<file path="src/rtl/collision_pkg.sv">
// collision_pkg: shared state enum, BCD digit type and default constants for the collision scoreboard
package collision_pkg;
  typedef enum logic [1:0] {PLAY, FREEZE, OVER} state_t;
  typedef logic [3:0] bcd_digit_t;
  localparam int DEF_HIT_RADIUS = 10;
  localparam int DEF_LIVES_INIT = 3;
endpackage

</file>
<file path="src/rtl/bcd_sat_counter.sv">
// bcd_sat_counter: multi-digit BCD incrementer that sticks at all nines
module bcd_sat_counter
  import collision_pkg::*;
#(
  parameter int DIGITS = 4
) (
  input  logic                ClkPort,
  input  logic                Reset,
  input  logic                clear,
  input  logic                inc,
  output logic [4*DIGITS-1:0] value
);
  logic [4*DIGITS-1:0] nxt;
  logic carry, sat;
  bcd_digit_t dig;
  always_comb begin
    nxt = value;
    carry = 1'b1;
    sat = 1'b1;
    dig = '0;
    for (int d = 0; d < DIGITS; d++) begin
      dig = value[4*d +: 4];
      sat = sat && dig == 4'd9;
      nxt[4*d +: 4] = carry ? (dig == 4'd9 ? 4'd0 : dig + 4'd1) : dig;
      carry = carry && dig == 4'd9;
    end
  end
  always_ff @(posedge ClkPort or posedge Reset)
    if (Reset) value <= '0;
    else if (clear) value <= '0;
    else if (inc && !sat) value <= nxt;
endmodule

</file>
<file path="src/rtl/collision_scoreboard.sv">
// collision_scoreboard: per-frame player/enemy overlap check feeding score, lives and
// an invulnerability/game-over FSM through a two-stage pipeline
module collision_scoreboard
  import collision_pkg::*;
#(
  parameter int N_OBJ         = 4,
  parameter int POS_W         = 10,
  parameter int HIT_RADIUS    = DEF_HIT_RADIUS,
  parameter int LIVES_INIT    = DEF_LIVES_INIT,
  parameter int FREEZE_FRAMES = 8,
  parameter int SCORE_DIGITS  = 4
) (
  input  logic                      ClkPort,
  input  logic                      Reset,
  input  logic                      clear,
  input  logic                      frame_tick,
  input  logic [POS_W-1:0]          player_x,
  input  logic [POS_W-1:0]          player_y,
  input  logic [N_OBJ*POS_W-1:0]    obj_x,
  input  logic [N_OBJ*POS_W-1:0]    obj_y,
  input  logic [N_OBJ-1:0]          obj_en,
  output logic [N_OBJ-1:0]          hit_vec,
  output logic                      hit_pulse,
  output logic [4*SCORE_DIGITS-1:0] score_bcd,
  output logic [3:0]                lives,
  output logic                      invuln,
  output logic                      game_over
);
  logic [N_OBJ-1:0] ovl, prev_vec;
  logic pend, tick_ok, cnt_hit;
  logic [7:0] fcnt, fcnt_nx;
  logic [3:0] lives_nx;
  state_t state, state_nx;
  for (genvar i = 0; i < N_OBJ; i++) begin : g_ovl
    logic signed [POS_W:0] dx, dy, ax, ay;
    assign dx = $signed({1'b0, player_x}) - $signed({1'b0, obj_x[i*POS_W +: POS_W]});
    assign dy = $signed({1'b0, player_y}) - $signed({1'b0, obj_y[i*POS_W +: POS_W]});
    assign ax = dx[POS_W] ? -dx : dx;
    assign ay = dy[POS_W] ? -dy : dy;
    assign ovl[i] = obj_en[i] && ax <= $signed((POS_W+1)'(HIT_RADIUS))
                              && ay <= $signed((POS_W+1)'(HIT_RADIUS));
  end
  // a tick is only taken when stage 2 is idle, so the cycle right after a tick drops any new one
  assign tick_ok = frame_tick && !pend;
  assign cnt_hit = pend && state == PLAY && |(hit_vec & ~prev_vec);
  assign invuln = state == FREEZE;
  assign game_over = state == OVER;
  always_comb begin
    state_nx = state;
    fcnt_nx = fcnt;
    lives_nx = lives;
    case (state)
      PLAY: if (cnt_hit) begin
        lives_nx = lives - 4'd1;
        state_nx = lives == 4'd1 ? OVER : FREEZE;
        fcnt_nx = '0;
      end
      FREEZE: if (tick_ok) begin
        state_nx = fcnt == 8'(FREEZE_FRAMES - 1) ? PLAY : FREEZE;
        fcnt_nx = fcnt == 8'(FREEZE_FRAMES - 1) ? 8'd0 : fcnt + 8'd1;
      end
      default: ;
    endcase
  end
  always_ff @(posedge ClkPort or posedge Reset)
    if (Reset) begin
      hit_vec <= '0;
      prev_vec <= '0;
      pend <= 1'b0;
      hit_pulse <= 1'b0;
      lives <= 4'(LIVES_INIT);
      state <= PLAY;
      fcnt <= '0;
    end else if (clear) begin
      hit_vec <= '0;
      prev_vec <= '0;
      pend <= 1'b0;
      hit_pulse <= 1'b0;
      lives <= 4'(LIVES_INIT);
      state <= PLAY;
      fcnt <= '0;
    end else begin
      if (tick_ok) begin
        hit_vec <= ovl;
        prev_vec <= hit_vec;
      end
      pend <= tick_ok;
      hit_pulse <= cnt_hit;
      lives <= lives_nx;
      state <= state_nx;
      fcnt <= fcnt_nx;
    end
  bcd_sat_counter #(.DIGITS(SCORE_DIGITS)) u_score (
    .ClkPort(ClkPort),
    .Reset(Reset),
    .clear(clear),
    .inc(cnt_hit),
    .value(score_bcd)
  );
endmodule

</file>
<file path="config.mk">
export PLATFORM = sky130hd
export DESIGN_NAME = collision_scoreboard
export DESIGN_NICKNAME = d
export VERILOG_FILES = /design/src/rtl/collision_pkg.sv /design/src/rtl/bcd_sat_counter.sv /design/src/rtl/collision_scoreboard.sv
export SDC_FILE = /design/constraint.sdc
export NUM_CORES = 1
export LEC_CHECK = 0
export CAP_MARGIN = 30
export CORE_ASPECT_RATIO = 1.25
export CORE_UTILIZATION = 45
export DETAILED_ROUTE_END_ITERATION = 10
export PLACE_DENSITY = 0.7
export RECOVER_POWER = 50
export SYNTH_ARGS = -nofsm -noshare
export SYNTH_HDL_FRONTEND = slang
export SYNTH_SLANG_ARGS = --single-unit
</file>
<file path="constraint.sdc">
create_clock -name ClkPort -period 2.5 [get_ports ClkPort]
set_input_delay 0.5 -clock ClkPort [delete_from_list [all_inputs] [get_ports ClkPort]]
set_output_delay 0.5 -clock ClkPort [all_outputs]
set_load 0.02 [all_outputs]
</file>
# Word level (Yosys, flattened, before mapping)
# Cells that the tools add are included.
[op_classes]
n_addsub = 22
order_cmp = 8
eq_ne = 10
mux = 37
bitwise_logic = 2
reduce_logical = 32
[op_table]
columns = ["op", "n"]
rows = [
  ["<= comparator 11 x 5 -> 1 bit, second input constant", 8],
  ["2-to-1 mux 11 bit", 8],
  ["negator 11 bit", 8],
  ["subtractor 10 x 10 -> 11 bit", 8],
  ["2-to-1 mux 4 bit", 14],
  ["2-to-1 mux 16 bit", 2],
  ["2-to-1 mux 8 bit", 4],
  ["adder 4 x 1 -> 4 bit, second input constant", 4],
  ["equality test 4 bit, second input constant", 4],
  ["case mux 8 bit (2 select lines)", 1],
  ["logical AND 1 bit", 15],
  ["nonzero test 2 bit", 7],
  ["adder 8 x 1 -> 8 bit, second input constant", 1],
  ["equality test 8 x 3 -> 1 bit, second input constant", 1],
  ["2-to-1 mux 2 bit", 4],
  ["AND reduction 2 bit", 4],
  ["inequality test 3 x 2 -> 1 bit, second input constant", 2],
  ["bitwise AND 4 bit", 1],
  ["equality test 4 x 1 -> 1 bit, second input constant", 1],
  ["NOT 4 bit", 1],
  ["case mux 2 bit (2 select lines)", 1],
  ["OR reduction 4 bit", 1],
  ["subtractor 4 x 1 -> 4 bit, second input constant", 1],
  ["2-to-1 mux 1 bit", 3],
  ["other kinds (6)", 7],
]
[totals]
ff_bits = 40
input_bits = 108
out_inout_bits = 27
word_cells = 122

# Depth between registers and ports, before layout
[depth]
word_depth = 8
depth_mapped = 14
ltp_nobuf = 13

# Cells and area by module
# From an unflattened synthesis, not the netlist that was laid out.
[hier_totals]
hier_cells = 1042
hier_area_um2 = 7669.9
[by_module_without_submodules]
columns = ["module", "n_inst", "cells_per_inst", "area_each_um2", "seq_area_each_um2"]
rows = [
  ["collision_scoreboard", 1, 939, 6702.7, 603.1],
  ["bcd_sat_counter", 1, 103, 967.2, 400.4],
]

# Least setup slack after synthesis
# No wires, ideal clock.
[synth_path]
path_kind = "input to register"
start = "input port player_y[0]"
end = "register hit_vec[3]"
setup_time_ns = 0.086
arrival_ns = 3.147
required_time_ns = 2.414
path_slack_ns = -0.733
path_stages = 13
path_buffers = 0
path_cell_list = "inv_1 ha_1 inv_1 fa_1 a211o_2 a21boi_1 o21bai_2 a31oi_2 mux2i_1 o22ai_1 o2bb2ai_1 or4_1 a32oi_1"
[synth_between]
elab_chain_len = 7
[synth_rtl]
columns = ["item", "line", "source"]
rows = [
  ["start, declared", "collision_scoreboard.sv:18", "input logic [POS_W-1:0] player_y,"],
  ["subtractor 10 x 10 -> 11 bit *", "collision_scoreboard.sv:37", "assign dy = $signed({1'b0, player_y}) - $signed({1'b0, obj_y[i*POS_W +: POS_W]});"],
  ["negator 11 bit", "collision_scoreboard.sv:39", "assign ay = dy[POS_W] ? -dy : dy;"],
  ["2-to-1 mux 11 bit *", "collision_scoreboard.sv:39", ""],
  ["<= comparator 11 x 5 -> 1 bit *", "collision_scoreboard.sv:41", "&& ay <= $signed((POS_W+1)'(HIT_RADIUS));"],
  ["logical AND 1 bit *", "collision_scoreboard.sv:41", ""],
  ["2-to-1 mux 4 bit *", "collision_scoreboard.sv:83", "if (tick_ok) begin"],
  ["2-to-1 mux 4 bit *", "collision_scoreboard.sv:74", "end else if (clear) begin"],
  ["end signal, assigned", "collision_scoreboard.sv:84", "hit_vec <= ovl;"],
  ["end, declared", "collision_scoreboard.sv:22", "output logic [N_OBJ-1:0] hit_vec,"],
]
# Every way passes the cells marked *; elsewhere a longest branch is shown, timed or not. The select of a mux whose other input is x is not followed.
# A chain may end at the register's enable or synchronous reset.

# Worst setup path in the final report
[layout_path]
start = "input port obj_y[32]"
end = "register hit_vec[3]"
[layout_between]
elab_chain_len = 7
[layout_rtl]
columns = ["item", "line", "source"]
rows = [
  ["start, declared", "collision_scoreboard.sv:20", "input logic [N_OBJ*POS_W-1:0] obj_y,"],
  ["subtractor 10 x 10 -> 11 bit *", "collision_scoreboard.sv:37", ""],
  ["negator 11 bit", "collision_scoreboard.sv:39", ""],
  ["2-to-1 mux 11 bit *", "collision_scoreboard.sv:39", ""],
  ["<= comparator 11 x 5 -> 1 bit *", "collision_scoreboard.sv:41", ""],
  ["logical AND 1 bit *", "collision_scoreboard.sv:41", ""],
  ["2-to-1 mux 4 bit *", "collision_scoreboard.sv:83", ""],
  ["2-to-1 mux 4 bit *", "collision_scoreboard.sv:74", ""],
]
# Marks and branches as above.

==> summary.md <==
| Metric | Value |
|---|---|
| Status | finished with violations |
| Failing checks | negative setup slack |
| Final number of hold-violating endpoints | 0 |
| Setup violations, final | 4 |
| Post-route cell area | 13240 um^2 |
| Fillers | 1129 |
| Synth top area share | 14.63% |
| Initial core utilization | about 46% |
| Deepest clock path buffer count | 2 |
| NetSw | 2.075 mW |
| Worst Hold Launch | fcnt[7] |
| Worst EP arrival | 3.37 ns |
| Layout area overhead | 70.05% |
| Gpl congestion | 0.8830 |
| Post-Synthesis Cells | 1056 |
| Antenna viol nets, final | 0 |
| Cells on worst reg2reg path | 9 |
| Max Slew Vio Count | 0 |
| Hold path endpoint | fcnt[7] |
| Reg2Reg Setup Slack | approximately 0.28 ns |
| WS Path Type | input pin to register |
| Max Cap Viol | 0 |
| Residual DRC | 0 |
| Internal power | around 3.3 mW |
| Ys flop type | dfrtp_1 |
| Hold Crit Depth | 1 |
| Ports | 135 |
| Worst setup EP type | register |
| Multi-input combinational cell area | approximately 7300 um^2 |
| Worst r2r dst | u_score.value[3] |
| Net count, final | 1729 |
| Initial antenna violation count | 1 |
| Hold WC Path Type | register to register |
| Worst Tran Pin Value | approximately 1.0 ns |
| Grt ovf | 0 |
| Core area | 16840 um^2 |
| Maximum clock frequency | 316.6 MHz |
| Seq pwr share | 14.1% |
| Async set-reset flop share out of synthesis | 100.0% |
| Final critical-path share of the clock period | 126.3% |
| Combinational power share | between 60 and 70% |
| Skew final | ~0.0085 ns |
| Crit path launch type | input pin |
| Max VDD drop | 0.4415 mV |
| Seq/Total Area, Yosys | 12.89% |
| Routed len/inst | 15.86 um |
| Crit-path max FO | 4 |
| Layout cell share with drive strength beyond 1 | 35.52% |
| DRT iter0 DRCs | 494 |
| Final WS setup | -0.6584 ns |
| Diode count | 0 |
| Row cnt | 53 |
| Worst r2r src | hit_vec[0] |
| Clk Latency, worst-skew pair | slightly below 0.3 ns |
| CTS H-tree lvls | 2 |
| CP Data Required Time | between 2 and 3 ns |
| #FFs+latches synth | 40 |
| Post-synth top area cell | ha_1 |
| Syn Area/Cell | roughly 7.4 um^2 |
| Final Critical Period | between 3 and 4 ns |
| Die width | 119.6 um |
| Synth Warn # | 0 |
| PD cells | about 400 nW/um^2 |
| Area contributors post-synth | ha_1 (15%), dfrtp_1 (12%), inv_1 (6.0%) |
| Clock power frac | 17.9% |
| Largest net degree at the start of global routing | 41 |
| Gr usage total | 28.73% |
| Total CTS buffers | 5 |
| Port Buf Inserts | 134 |
| Die H | between 100 and 150 um |
| Vias in the first global route | 9660 |
| First-pass GRT wire length | ~43 mm |
| Register area | 1003 um^2 |
| Sw frac | 38.79% |
| Unrepaired setup endpoints after global routing | yes |
| Hold_ws | between 0.5 and 0.6 ns |
| Number of flops mapped to enable cells by yosys | 0 |
| Distinct cell type count after synthesis | 92 |
| Synth Cell Area | approximately 8000 um^2 |
| Post-DP Area | 11810 um^2 |
| Hold_buf cts | 0 |
| Slew headroom | 30.90% |
| Worst Setup SP | obj_y[32] |
| Clk slew on worst S/H paths | approximately 0.070 ns |
| Clock sinks | 40 |
| DRT Pass-1 Iters | 5 |
| DR vias | 9783 |
| Pre-CTS WS | -1.310 ns |
| Post-DP HPWL | 20.01 mm |
| Vias per cell | approximately 5.6 |
| Syn nets | between 1000 and 1500 |
| Final WL | 27.65 mm |
| Leakage power | 6.126 nW |
| Die area | between 15000 and 20000 um^2 |
| TritonCTS clock tree | yes |
| Root buffer cell | clkbuf_16 |
what timing repair did:
item	in CTS	in global routing
gates resized for setup	127	116
buffers inserted	23	16
setup endpoints to repair	4	4
pin swaps	66	71
layout make-up:
type,instances,area share (%)
inverter,125,3.791
timing repair buffer,473,29.74
clock inverter,3,0.6806
multi-input combinational,877,55.19
clock buffer,5,0.9453
sequential,40,7.581
tap,220,2.080
power groups by stage:
| stage | sequential (mW) | clock, mW | combinational (mW) |
|---|---|---|---|
| detailed placement | 0.765 | 0 | 3.05 |
| finish | 0.753 | 0.956 | 3.64 |
| floorplan | 0.804 | 0 | 1.64 |
| CTS | 0.753 | 0.960 | 3.27 |
| global placement | 0.763 | 0 | 2.99 |
| global route | 0.762 | 0.983 | 3.94 |
through the flow:
stage / TNS [ns] / instances / total power, mW / utilization, %
2_1_floorplan: -1.503 / 1056 / 2.449 / -
6_report: -2.152 / 1743 / 5.348 / 78.58
3_5_place_dp: -4.953 / 1701 / 3.811 / 70.10
3_3_place_gp: -4.738 / 1701 / 3.750 / 70.10
5_1_grt: -3.016 / 1743 / 5.686 / 78.58
4_1_cts: -2.265 / 1729 / 4.980 / 74.77
how the worst max path moves through the flow:
stage / to / depth (start not counted)
floorplan: hit_vec[3] / 13
global placement: hit_vec[3] / 15
detailed placement: hit_vec[3] / 15
CTS: hit_vec[3] / 14
global route: hit_vec[3] / 12
finish: hit_vec[3] / 12
logic make-up after synthesis:
group | count (synthesis) | share of synthesized area, %
fa+ha+maj | 99 | 16.69
simple gates | 362 | 24.32
flops | 40 | 12.89
xor+xnor | 69 | 8.005
buf+inv | 139 | 6.751
compound gates | 324 | 28.29
mux | 23 | 3.054
registers in the layout (all words and copies together), names as in the netlist:
register and count:
state 2, hit_vec 4, pend 1, fcnt 8, u_score.value 16, hit_pulse 1, prev_vec 4, lives 4
cell usage in the layout, fill, tap and decap left out, drive strengths merged, types with 28 or more instances in the layout:
| cell | Yosys | routed |
|---|---|---|
| a21o | 29 | 29 |
| nor3 | 40 | 40 |
| o21ai | 66 | 66 |
| clkdlybuf4s50 | 0 | 104 |
| ha | 91 | 91 |
| inv | 124 | 124 |
| nand3 | 29 | 29 |
| dfrtp | 38 | 38 |
| xor2 | 28 | 28 |
| nand2 | 76 | 76 |
| a21oi | 69 | 69 |
| buf | 2 | 339 |
| xnor2 | 41 | 41 |
| nor2 | 80 | 80 |
worst max-delay path, cell delays in order:
cell             delay, ns
clkdlybuf4s50_1       0.46
inv_1                 0.06
ha_4                  0.23
buf_4                 0.15
o22ai_1               0.18
xor2_1                0.32
nor3b_4               0.38
nand2_1               0.14
o21ai_2               0.15
xor2_1                0.08
or4_1                 0.52
a32oi_1               0.20
synth_stat cells (all sizes together) (5+ instances only):
cell type,n
a21oi,69
xor2,28
xnor2,41
or3,7
o211ai,10
nand2b,15
a211oi,18
a211o,7
a31oi,17
o21ai,66
mux2,6
nor2,80
o21bai,7
nor4,15
a21o,29
nor3b,9
nor2b,18
fa,8
ha,91
a221oi,5
o22ai,8
o31ai,9
nand3b,8
o2111ai,7
or4,7
dfrtp,38
mux2i,17
a2111oi,5
clkbuf,12
and3,11
nor3,40
or2,9
and2,5
nand4,19
o21a,17
nand3,29
nand2,76
inv,124
routing by layer:
metal / share of wire (%) / GRT usage (%)
met1: 40 / 32.31
met2: 54 / 54.42
met3: 3.1 / 2.867
met4: 3.7 / 12.38
met5: 0.033 / 0
Note: power is estimated with default switching activity, not from simulation.
